[config.mk]
export PLATFORM = sky130hd
export DESIGN_NAME = lfsr_rng
export DESIGN_NICKNAME = d
export VERILOG_FILES = /design/src/rtl/lfsr_rng.sv
export SDC_FILE = /design/constraint.sdc
export NUM_CORES = 1
export LEC_CHECK = 0
export CAP_MARGIN = 10
export CORE_ASPECT_RATIO = 1.75
export CORE_MARGIN = 2
export CORE_UTILIZATION = 47
export DETAILED_ROUTE_END_ITERATION = 7
export MAX_ROUTING_LAYER = met4
export PLACE_DENSITY = 0.86
export SLEW_MARGIN = 15
export SYNTH_ARGS = -nofsm -noshare
export SYNTH_HDL_FRONTEND = slang
export SYNTH_SLANG_ARGS = --single-unit
[constraint.sdc]
create_clock -name clk -period 2.8 [get_ports clk]
set_clock_uncertainty 0.05 [all_clocks]
set_input_delay 0.56 -clock clk [delete_from_list [all_inputs] [get_ports clk]]
set_output_delay 0.56 -clock clk [all_outputs]
set_load 0.005 [all_outputs]
[src/rtl/lfsr_rng.sv]
// lfsr_rng: parametrised Fibonacci LFSR with runtime seed load and a request/response
// port returning a uniform value in [0, bound) by mask-and-reject sampling.
// TAP_MASK and SEED are WIDTH bits wide; instances with WIDTH != 64 must override both.
module lfsr_rng #(
    parameter int unsigned      WIDTH     = 64,
    parameter logic [WIDTH-1:0] TAP_MASK  = 64'h1B,
    parameter logic [WIDTH-1:0] SEED      = 64'h1234_5678_8765_4321,
    parameter int unsigned      STEPS     = 1,
    parameter int unsigned      OUT_W     = 8,
    parameter int unsigned      MAX_RETRY = 4
) (
    input  logic             clk,
    input  logic             rst,
    input  logic             step,
    output logic [WIDTH-1:0] lfsr,
    input  logic             seed_valid,
    input  logic [WIDTH-1:0] seed_data,
    input  logic             req_valid,
    output logic             req_ready,
    input  logic [OUT_W-1:0] req_bound,
    output logic             rsp_valid,
    input  logic             rsp_ready,
    output logic [OUT_W-1:0] rsp_data,
    output logic             rsp_fallback
);

    localparam int unsigned CntW = (MAX_RETRY > 1) ? $clog2(MAX_RETRY) : 1;
    localparam logic [WIDTH-1:0] One = {{(WIDTH - 1){1'b0}}, 1'b1};
    // An all-zero state would lock the register up, so zero seeds become 1.
    localparam logic [WIDTH-1:0] SeedInit = (SEED == '0) ? One : SEED;
    localparam logic [CntW-1:0] LastTry = CntW'(MAX_RETRY - 1);

    typedef enum logic [1:0] {StIdle, StDraw, StResp} fsm_e;

    fsm_e             fsm_q;
    logic [WIDTH-1:0] state_q;
    logic [OUT_W-1:0] bound_q;
    logic [OUT_W-1:0] mask_q;
    logic [CntW-1:0]  retry_cnt_q;
    logic [OUT_W-1:0] rsp_data_q;
    logic             rsp_fallback_q;

    logic [WIDTH-1:0] state_adv;
    logic [WIDTH-1:0] seed_val;
    logic [OUT_W-1:0] cand;
    logic             cand_ok;
    logic             last_try;
    logic             accept;
    logic             draw_adv;
    logic             step_adv;

    // One serial shift: parity of tapped bits enters at the top.
    function automatic logic [WIDTH-1:0] shift_once(input logic [WIDTH-1:0] s);
        return {^(s & TAP_MASK), s[WIDTH-1:1]};
    endfunction

    // STEPS shifts in one cycle; a zero state escapes to 1 instead of shifting.
    function automatic logic [WIDTH-1:0] advance(input logic [WIDTH-1:0] s);
        logic [WIDTH-1:0] r;
        if (s == '0) begin
            r = One;
        end else begin
            r = s;
            for (int unsigned i = 0; i < STEPS; i++) begin
                r = shift_once(r);
            end
        end
        return r;
    endfunction

    // Smallest 2^k-1 covering bound-1; bound 0 wraps to all ones, i.e. the full range.
    function automatic logic [OUT_W-1:0] mask_for(input logic [OUT_W-1:0] bound);
        logic [OUT_W-1:0] m;
        m = bound - OUT_W'(1);
        for (int unsigned i = 1; i < OUT_W; i++) begin
            m = m | (m >> i);
        end
        return m;
    endfunction

    assign lfsr         = state_q;
    assign rsp_valid    = (fsm_q == StResp);
    assign rsp_data     = rsp_data_q;
    assign rsp_fallback = rsp_fallback_q;
    // A seed load in the same cycle would clobber the first draw, so refuse it.
    assign req_ready    = (fsm_q == StIdle) && !rst && !seed_valid;

    // Draw evaluation and advance decisions for the current cycle.
    always_comb begin
        state_adv = advance(state_q);
        seed_val  = (seed_data == '0) ? One : seed_data;
        cand      = state_q[OUT_W-1:0] & mask_q;
        cand_ok   = (bound_q == '0) || (cand < bound_q);
        last_try  = (retry_cnt_q == LastTry);
        accept    = req_valid && req_ready;
        draw_adv  = accept || ((fsm_q == StDraw) && !cand_ok && !last_try);
        step_adv  = step && (fsm_q != StDraw);
    end

    // Request FSM, registered response fields and the LFSR state register.
    always_ff @(posedge clk) begin
        if (rst) begin
            fsm_q          <= StIdle;
            state_q        <= SeedInit;
            bound_q        <= '0;
            mask_q         <= '0;
            retry_cnt_q    <= '0;
            rsp_data_q     <= '0;
            rsp_fallback_q <= 1'b0;
        end else begin
            unique case (fsm_q)
                StIdle: begin
                    if (accept) begin
                        bound_q     <= req_bound;
                        mask_q      <= mask_for(req_bound);
                        retry_cnt_q <= '0;
                        fsm_q       <= StDraw;
                    end
                end
                StDraw: begin
                    // A seed load replaces the state; this cycle's check is skipped.
                    if (!seed_valid) begin
                        if (cand_ok) begin
                            rsp_data_q     <= cand;
                            rsp_fallback_q <= 1'b0;
                            fsm_q          <= StResp;
                        end else if (last_try) begin
                            rsp_data_q     <= '0;
                            rsp_fallback_q <= 1'b1;
                            fsm_q          <= StResp;
                        end else begin
                            retry_cnt_q <= retry_cnt_q + CntW'(1);
                        end
                    end
                end
                StResp: begin
                    if (rsp_ready) begin
                        fsm_q <= StIdle;
                    end
                end
                default: fsm_q <= StIdle;
            endcase

            if (seed_valid) begin
                state_q <= seed_val;
            end else if (draw_adv || step_adv) begin
                state_q <= state_adv;
            end
        end
    end

endmodule

# --- Yosys cells after proc, flatten, opt, wreduce, memory -nomap -nowiden ---
# Cells that the tools add are included.
word_totals:
  reg_bits: 93
  in_bits: 78
  elab_cells: 73
classes:
  addsub: 2
  order_cmp: 1
  n_eq_ne: 10
  mux: 19
  bitwise_logic: 9
  reduce_logical: 25
ops:
  columns: ["op", "count"]
  rows:
  - ["2-to-1 mux 64 bit", 4]
  - ["logical NOT 64 bit", 2]
  - ["parity 64 bit", 1]
  - ["2-to-1 mux 2 bit", 9]
  - ["2-to-1 mux 8 bit", 2]
  - ["AND 8 bit", 1]
  - ["logical NOT 8 bit", 1]
  - ["less-than comparator 8 bit", 1]
  - ["!= test 2 bit (second input constant)", 4]
  - ["bitwise OR 8 x 1 -> 8 bit", 1]
  - ["bitwise OR 8 x 2 -> 8 bit", 1]
  - ["bitwise OR 8 x 3 -> 8 bit", 1]
  - ["bitwise OR 8 x 4 -> 8 bit", 1]
  - ["bitwise OR 8 x 5 -> 8 bit", 1]
  - ["bitwise OR 8 x 6 -> 8 bit", 1]
  - ["bitwise OR 8 x 7 -> 8 bit", 1]
  - ["subtractor 8 x 1 -> 8 bit (second input constant)", 1]
  - ["logical AND 1 bit", 6]
  - ["case mux 2 bit (3 select lines)", 1]
  - ["nonzero test 2 bit", 3]
  - ["AND reduction 5 bit", 1]
  - ["== test 2 bit (second input constant)", 2]
  - ["logical NOT 1 bit", 4]
  - ["!= test 2 x 1 -> 1 bit (second input constant)", 2]
  - ["11 further kinds", 14]

# --- Depth between registers and ports, before layout ---
# Gate-level depths: netlist (run 1).
depth:
  ltp_word: 10
  ltp_mapped: 11
  ltp_nobuf: 9

# --- Worst setup path after synthesis (run 1) ---
# No wires, ideal clock.
synth_path:
  kind: "input to register"
  startpoint: "input port req_bound[0]"
  endpoint: "register mask_q[0]"
  setup_time_ps: 129
  t_arrival_ps: 1894
  t_required_ps: 2621
  slack_ps: 727
  stages: 6
  cell_sequence: "or3_1 -> nor3_1 -> xor2_1 -> nor4b_2 -> nor3b_2 -> a31oi_1"
synth_via:
  elab_chain_len: 8
synth_rtl:
  columns: ["item", "line", "rtl"]
  rows:
  - ["start: declaration", "20", "input logic [OUT_W-1:0] req_bound,"]
  - ["subtractor 8 x 1 -> 8 bit", "74", "m = bound - OUT_W'(1);"]
  - ["bitwise OR 8 x 7 -> 8 bit", "76", "m = m | (m >> i);"]
  - ["bitwise OR 8 x 6 -> 8 bit", "76", null]
  - ["bitwise OR 8 x 5 -> 8 bit", "76", null]
  - ["bitwise OR 8 x 4 -> 8 bit", "76", null]
  - ["bitwise OR 8 x 3 -> 8 bit", "76", null]
  - ["bitwise OR 8 x 2 -> 8 bit", "76", null]
  - ["bitwise OR 8 x 1 -> 8 bit", "76", null]
  - ["end signal: assignment", "115", "mask_q <= mask_for(req_bound);"]
  - ["end: declaration", "38", "logic [OUT_W-1:0] mask_q;"]
# Every way passes these cells.
# A chain may end at the register's enable or synchronous reset.

# --- Worst setup path in the final report (run 1) ---
layout_path:
  startpoint: "register state_q[1], in the netlist lfsr[1]"
  endpoint: "register rsp_data_q[5], in the netlist rsp_data[5]"
layout_via:
  elab_chain_len: 5
layout_rtl:
  columns: ["item", "line", "rtl"]
  rows:
  - ["start: declaration", "36", "logic [WIDTH-1:0] state_q;"]
  - ["start signal: assignment", "104", "state_q <= SeedInit;"]
  - ["start signal: assignment", "145", "state_q <= seed_val;"]
  - ["start signal: assignment", "147", "state_q <= state_adv;"]
  - ["AND 8 bit (*)", "92", "cand = state_q[OUT_W-1:0] & mask_q;"]
  - ["less-than comparator 8 bit (*)", "93", "cand_ok = (bound_q == '0) || (cand < bound_q);"]
  - ["logical OR 1 bit (*)", "93", null]
  - ["nonzero test 2 bit (no line)", null, null]
  - ["AND reduction 3 bit (no line)", null, null]
  - ["end signal: assignment", "124", "rsp_data_q <= cand;"]
  - ["end: declaration", "40", "logic [OUT_W-1:0] rsp_data_q;"]
# Mark *: on every way between the ends. The rest lies on a longest branch, timed or not.

==> results.py, run 1 <==
metrics = {
    "clock_network": {
        "cts_tree": "yes",
        "cts.sinks": 93,
        "insertion_delay_ps": 350,
        "clk_path_buf_depth": 2,
        "cts_inserted_buffers": 9,
        "cts-root-buf": "clkbuf_16",
        "cts.repair.resized": 0,
        "cts_max_level": 3,
        "postCtsSetupRepairBufs": 0,
        "clk_pin_slew_ps": 70,
        "cts_hold_buf": 0,
    },
    "global_route": {
        "grt_max_degree": 61,
        "track_usage_pct": 31.6,
        "grt_pass1_wl_mm": 26.6,
        "grt_pass1_vias": 5268,
        "globalRouteOverflowTotal": 0,
        "antenna_found_initial": 0,
    },
    "pwr": {
        "seqPwrFrac_pct": 42.0,
        "power_density_nw_per_um2": 538,
        "p_leak_nw": 2.69,
        "switching_share_pct": 27.1,
        "switchingPower_mw": 0.999,
        "clkPwrFrac_pct": 36.6,
        "power_frac_comb_pct": 21.4,
        "ir_drop_uv": 365,
        "intPower_mw": 2.68,
    },
    "cells_and_area": {
        "multi_input_area_sq_um": 2710,
        "areaGrowthSynthToFinish_pct": 39.8,
        "drive_above_1_share_pct": 8.83,
        "antennaDiodeCount": 0,
        "final_cell_count_no_fill": 852,
        "seqCellArea_sq_um": 1860,
        "fin_nets": 809,
        "nFillCells": 829,
    },
    "timing": {
        "period_needed_ps": 2480,
        "finalSetupTns_ps": 0,
        "finalCritPeriodShare_pct": 88.6,
        "grt_setup_unrepaired": "false",
        "tightest_slew_ps": 651,
        "setup_viol": 0,
        "relSlewSlack_pct": 56.2,
        "slew_viol_final": 0,
        "fmax_mhz": 403,
        "hold_viol_final": 0,
    },
    "place": {
        "dp_hpwl_mm": 12.7,
        "port-buffer-count": 152,
        "dp_cells": 836,
        "place_congestion": 0.940,
    },
    "critical_path": {
        "worst_ep_required_time_ps": 2990,
        "reg2reg_to": "rsp_data[5]$_SDFFE_PP0P_",
        "start_kind": "register",
        "cp_cell_sequence": "nand2_1, inv_1, ha_1, o211ai_1, a31oi_1, o21ai_2, nand3_1, mux2i_1, and2_1",
        "worstPathArrival_ps": 2670,
        "cpMaxStageDelayCell": "nand3_1",
        "ff2ff_setup_slack_ps": 320,
        "r2r-start": "lfsr[1]$_SDFFE_PP0P_",
        "path_max_fanout": 9,
        "end_kind": "register",
        "critical_path_class": "reg2reg",
        "cp-startpoint": "lfsr[1]$_SDFFE_PP0P_",
        "critical-path-max-stage-delay_ps": 470,
        "r2r_cells": 9,
    },
    "routing": {
        "detail_route.wl_per_cell_um": 20.3,
        "viasPerCell": 6.19,
        "routed_wirelength_mm": 17.3,
        "drtIter0Drc": 379,
        "num_vias": 5274,
        "ant_nets": 0,
        "drc": 0,
        "first_pass_iters": 5,
    },
    "die": {
        "die_y_um": 139,
        "boundaryPins": 153,
        "die_w_um": 81.2,
        "start_util_pct": 47.8,
        "core_area_sq_um": 10200,
        "rows": 49,
        "die_area_sq_um": 11300,
    },
    "logic_synthesis": {
        "synth-edff-count": 0,
        "synth.ff_latch_count": 93,
        "syn_nets": 672,
        "synth-simple-area-share_pct": 19.8,
        "synth-compound-area-share_pct": 18.2,
        "ys_warn_count": 0,
        "syn_inst": 583,
        "synth_xor_area_share_pct": 1.43,
        "synth.avg_cell_area_sq_um": 8.40,
        "syn_area_sq_um": 4900,
        "synth.distinct_cells": 46,
        "synth_top_family_by_area": "simple AND/OR/NAND/NOR gates",
        "synth_flop_cell": "dfxtp_1",
        "seq_area_frac_synth_pct": 38.0,
        "async_reset_ff_share_pct": 0,
        "synth_fa_ha_area_share_pct": 2.81,
        "synth.area.mux_share_pct": 12.8,
    },
    "worst_hold_path": {
        "min_from": "retry_cnt_q[1]$_SDFFE_PP0P_",
        "whs_path_depth": 2,
        "hold_end": "retry_cnt_q[1]$_SDFFE_PP0P_",
        "hp-class": "reg2reg",
    },
    "job": {
        "cap_viol_max_count": 0,
    },
    "status": {
        "status": "completed",
    },
}
-- placed cells by master, fill, tap and decap left out, types with 2 or more instances in the layout --
| cell | instances |
|---|---|
| mux2_2 | 20 |
| clkbuf_8 | 2 |
| a21o_1 | 2 |
| clkinv_2 | 2 |
| a21oi_1 | 58 |
| nand3_1 | 2 |
| buf_4 | 16 |
| a31oi_1 | 3 |
| inv_1 | 31 |
| mux2i_1 | 40 |
| xor2_1 | 6 |
| o21ai_1 | 4 |
| clkdlybuf4s50_1 | 150 |
| o31ai_1 | 5 |
| buf_2 | 2 |
| xnor2_1 | 2 |
| clkbuf_16 | 9 |
| nor4_1 | 39 |
| nor2_1 | 15 |
| nand2_1 | 49 |
| ha_1 | 11 |
| nand2b_1 | 2 |
| buf_12 | 2 |
| nand4_1 | 9 |
| and2_1 | 10 |
| nor3_1 | 50 |
| a211oi_1 | 33 |
| bufinv_16 | 2 |
| dfxtp_1 | 93 |
| o21ai_0 | 35 |
-- cell usage after synthesis (2+ instances only) --
master    count  share of area (%)
o21ai_1       4               0.41
a31oi_1       3               0.38
nand3_1       2               0.20
nor4_1       39                5.0
nor3_1       50                5.1
buf_2        22                2.2
o31ai_1       5               0.77
buf_1         2               0.15
xnor2_1       2               0.36
mux2_2       20                4.6
mux2i_1      40                8.2
a211oi_1     33                5.1
dfxtp_1      93                 38
nand4_1       9                1.1
nor2_1       15                1.1
nand2_1      50                3.8
inv_1        31                2.4
buf_4         5               0.77
ha_1         11                2.8
o21ai_0      35                3.6
a21o_1        2               0.31
xor2_1        6                1.1
a21oi_1      58                5.9
and2_1       10                1.3
nand2b_1      2               0.26
clkbuf_1     14                1.1
-- power groups by stage --
| stage | combinational, mW | sequential, mW | clock [mW] |
|---|---|---|---|
| 2_1_floorplan | 0.352 | 1.55 | 0 |
| 3_3_place_gp | 0.758 | 1.57 | 0 |
| 3_5_place_dp | 0.777 | 1.57 | 0 |
| 4_1_cts | 0.785 | 1.54 | 1.35 |
| 5_1_grt | 0.845 | 1.56 | 1.40 |
| 6_report | 0.788 | 1.55 | 1.35 |
-- registers in the layout, summed over array words and instances (netlist names) --
name,count
rsp_data,8
bound_q,8
mask_q,8
retry_cnt_q,2
rsp_fallback,1
lfsr,64
fsm_q,2
-- per-stage QoR --
stage	total power [mW]	utilization [%]	hold slack [ps]	setup WS, ps	instance area, sq um
finish	3.68	66.9	422	318	6850
global route	3.80	66.9	457	184	6850
CTS	3.68	66.9	423	347	6850
detailed placement	2.35	63.7	415	53.8	6520
global placement	2.32	63.7	401	150	6520
floorplan	1.90	-	390	727	4900
-- metal layers --
layer / vias to the layer above / track usage, % / share of wire [%]
met2: 288 / 53.9 / 52
li1: 2416 / - / -
met5: - / - / 0
met4: 0 / 19.6 / 6.3
met1: 2499 / 32.4 / 35
met3: 71 / 5.60 / 6.2
-- logic make-up after synthesis --
family	Yosys count
and+or+nand+nor	186
DFF	93
adders and majority gates	11
muxes	60
buffers and inverters	76
AOI/OAI and AO/OA	149
xor gates and xnor gates	8
-- how the worst max path moves through the flow --
stage                                to  slack (ps)  depth (start not counted)
2_1_floorplan    mask_q[0]$_SDFFE_PP0P_         730                          6
3_3_place_gp     mask_q[0]$_SDFFE_PP0P_         150                          7
3_5_place_dp     mask_q[0]$_SDFFE_PP0P_          50                          7
4_1_cts        rsp_data[5]$_SDFFE_PP0P_         350                          9
5_1_grt        rsp_data[7]$_SDFFE_PP0P_         180                          9
6_report       rsp_data[5]$_SDFFE_PP0P_         320                          9
-- critical path: cells and delay by family (launching register included) --
family          cells  cell delay, ps
fa+ha+maj           1             220
compound gates      3             560
flops               1             460
simple gates        3             760
mux                 1             240
buf+inv             1              80
-- final cells by class --
cell class / instances / area share, %
flip-flops and latches: 93 / 27.2
repair buffers: 170 / 24.4
inverters: 32 / 1.75
clock buffers: 12 / 3.75
well taps: 127 / 2.32
multi-input cells: 414 / 39.5
clock inverters: 4 / 1.02
Power figures use the tool's default switching activity.
==> run 2, diff against run 1 <==
--- a/config.mk
+++ b/config.mk
@@ -5,13 +5,16 @@
 export SDC_FILE = /design/constraint.sdc
 export NUM_CORES = 1
 export LEC_CHECK = 0
+export ABC_AREA = 1
 export CAP_MARGIN = 10
 export CORE_ASPECT_RATIO = 1.75
 export CORE_MARGIN = 2
-export CORE_UTILIZATION = 47
+export CORE_UTILIZATION = 48
+export CTS_BUF_LIST = sky130_fd_sc_hd__clkbuf_16
 export DETAILED_ROUTE_END_ITERATION = 7
+export GPL_ROUTABILITY_DRIVEN = 0
 export MAX_ROUTING_LAYER = met4
-export PLACE_DENSITY = 0.86
+export PLACE_DENSITY = 0.87
 export SLEW_MARGIN = 15
 export SYNTH_ARGS = -nofsm -noshare
 export SYNTH_HDL_FRONTEND = slang
==> results.py, run 2 <==
metrics = {
    "critical_path": {
        "critical-path-max-stage-delay_ps": 380,
        "critPathBufInv": 3,
        "crit_top_cell": "nand2_1",
        "worstPathArrival_ps": 2460,
        "r2r_cells": 12,
        "start_kind": "register",
        "cpMaxStageDelayCell": "dfxtp_1",
        "ff2ff_setup_slack_ps": 550,
        "path_max_fanout": 23,
        "reg2reg_to": "lfsr[28]$_SDFFE_PP0P_",
        "crit_family": "buffers and inverters",
        "worst_ep_required_time_ps": 3010,
        "r2r-start": "lfsr[7]$_SDFFE_PP0P_",
        "cp_cell_sequence": "nand2_1, inv_1, ha_1, a21oi_1, o21a_1, nand2_1, nand3_1, nand2_4, inv_2, buf_12, nand2_1, a21oi_1",
        "critical_path_class": "reg2reg",
        "end_kind": "register",
    },
    "status": {
        "status": "completed",
    },
    "timing": {
        "tightest_slew_ps": 757,
        "finalSetupTns_ps": 0,
        "fmax_mhz": 444,
        "setup_viol": 0,
        "finalCritPeriodShare_pct": 80.4,
        "slew_viol_final": 0,
        "relSlewSlack_pct": 49.5,
        "hold_viol_final": 0,
        "period_needed_ps": 2250,
        "grt_setup_unrepaired": "false",
    },
    "logic_synthesis": {
        "synth_area_leaders": "dfxtp_1 (37%), nand2_1 (16%), o21ai_0 (9.6%)",
        "synth-edff-count": 0,
        "ys_warn_count": 0,
        "synth.avg_cell_area_sq_um": 6.38,
        "synth_largest_area_cell": "dfxtp_1",
        "syn_nets": 880,
        "async_reset_ff_share_pct": 0,
        "synth.distinct_cells": 31,
        "synth_common_cells": "nand2_1 (214), o21ai_0 (97), dfxtp_1 (93), inv_1 (93), nor2_1 (90)",
        "syn_inst": 791,
        "yosysMostFrequentCell": "nand2_1",
        "synth.ff_latch_count": 93,
        "syn_area_sq_um": 5040,
        "synth_top_cell_area_share_pct": 36.9,
        "seq_area_frac_synth_pct": 36.9,
        "synth_flop_cell": "dfxtp_1",
    },
    "cells_and_area": {
        "drive_above_1_share_pct": 3.24,
        "antennaDiodeCount": 0,
        "final_cell_mix": "nand2_1 (214), clkdlybuf4s50_1 (150), o21ai_0 (97)",
        "areaGrowthSynthToFinish_pct": 36.9,
        "nFillCells": 931,
        "layout_commonest_cell": "nand2_1",
        "fin_nets": 1010,
        "largest_reg_flops": 64,
    },
    "clock_network": {
        "cts_inserted_buffers": 9,
        "clk_pin_slew_ps": 60,
        "cts-root-buf": "clkbuf_16",
        "cts_tree": "yes",
        "cts_max_level": 3,
        "postCtsSetupRepairBufs": 0,
        "cts.sinks": 93,
        "insertion_delay_ps": 350,
        "cts_hold_buf": 0,
        "clk_path_buf_depth": 2,
        "cts.repair.resized": 0,
    },
    "die": {
        "die_w_um": 81.5,
        "die_y_um": 140,
        "die_area_sq_um": 11400,
        "rows": 49,
        "core_area_sq_um": 10200,
        "start_util_pct": 49.3,
        "boundaryPins": 153,
    },
    "global_route": {
        "grt_pass1_wl_mm": 24.1,
        "track_usage_pct": 28.1,
        "grt_max_degree": 124,
        "antenna_found_initial": 0,
        "grt_pass1_vias": 5294,
        "globalRouteOverflowTotal": 0,
    },
    "place": {
        "dp_hpwl_mm": 11.2,
        "port-buffer-count": 152,
    },
    "routing": {
        "ant_nets": 0,
        "num_vias": 5555,
        "detail_route.wl_per_cell_um": 14.4,
        "drtIter0Drc": 323,
        "drc": 0,
        "routed_wirelength_mm": 15.1,
        "first_pass_iters": 5,
        "viasPerCell": 5.28,
    },
    "pwr": {
        "power_frac_comb_pct": 22.1,
        "ir_drop_uv": 368,
        "intPower_mw": 2.49,
        "power_density_nw_per_um2": 503,
        "seqPwrFrac_pct": 43.2,
        "switching_share_pct": 28.3,
        "clkPwrFrac_pct": 34.6,
        "p_leak_nw": 2.96,
        "switchingPower_mw": 0.985,
        "total_power_mw": 3.48,
    },
    "worst_hold_path": {
        "hp-class": "reg2reg",
        "hold_end": "rsp_data[4]$_SDFFE_PP0P_",
        "min_from": "rsp_data[4]$_SDFFE_PP0P_",
        "whs_path_depth": 2,
    },
    "job": {
        "cap_viol_max_count": 0,
    },
}
[run 2: changes by cell type after synthesis, sizes merged, moves of 40 or more]
| cell | before | now |
|---|---|---|
| nand2 | 50 | 215 |
| mux2i | 40 | 0 |
| nor3 | 50 | 3 |
| nor2 | 16 | 90 |
| o21ai | 40 | 98 |
| inv | 31 | 96 |
[run 2: cell families after synthesis]
group / count (synthesis) / synth area share [%]
XOR/XNOR: 6 / 1.04
buffers and inverters: 135 / 10.8
AND/OR/NAND/NOR: 356 / 29.0
adder cells (fa/ha/maj): 11 / 2.73
AO/OA/AOI/OAI: 190 / 19.5
flip-flops: 93 / 36.9
[run 2: worst reg2reg max path: stages (launching register included)]
cell	delay (ps)
dfxtp_1	380
nand2_1	70
inv_1	100
ha_1	260
a21oi_1	150
o21a_1	130
nand2_1	90
nand3_1	160
nand2_4	80
inv_2	270
buf_12	220
nand2_1	70
a21oi_1	140
[run 2: power by group through the flow]
stage	Combinational [mW]	Clock (mW)	Sequential [mW]
6_report	0.770	1.20	1.50
5_1_grt	0.860	1.28	1.51
4_1_cts	0.771	1.22	1.50
3_5_place_dp	0.765	0	1.53
3_3_place_gp	0.755	0	1.53
2_1_floorplan	0.380	0	1.52
[run 2: stage by stage]
stage               hold slack [ps]  cells  util (%)  area, sq um  setup slack (ps)
floorplan                       393    791         -         5040               821
global placement                401   1037      64.6         6620               532
detailed placement              405   1037      64.6         6620               442
CTS                             414   1053      67.5         6910               526
global route                    438   1053      67.5         6910               276
finish                          413   1053      67.5         6910               550
[run 2: how the worst max path moves through the flow]
stage	from	to	slack, ps	cells after the start
after floorplan	seed_valid	req_ready	820	4
final	lfsr[7]$_SDFFE_PP0P_	lfsr[28]$_SDFFE_PP0P_	550	12
after CTS	lfsr[7]$_SDFFE_PP0P_	lfsr[28]$_SDFFE_PP0P_	530	12
after global placement	req_bound[3]	mask_q[2]$_SDFFE_PP0P_	530	9
after detailed placement	req_bound[3]	mask_q[2]$_SDFFE_PP0P_	440	9
after global routing	lfsr[2]$_SDFFE_PP0P_	lfsr[27]$_SDFFE_PP0P_	280	15
[run 2: layer usage]
layer / track usage [%] / share of wire, % / vias to the layer above
li1: - / - / 2817
met1: 28.9 / 37 / 2513
met2: 47.8 / 53 / 166
met3: 3.05 / 3.6 / 59
met4: 20.0 / 6.1 / 0
met5: - / 0 / -
[run 2: cell type report]
class	instances	area, sq um	area share (%)
multi-input cells	563	2640	38.2
repair buffers	158	1600	23.1
clock inverters	7	67.6	0.978
well taps	127	159	2.30
clock buffers	9	225	3.26
inverters	96	360	5.22
flip-flops and latches	93	1860	27.0
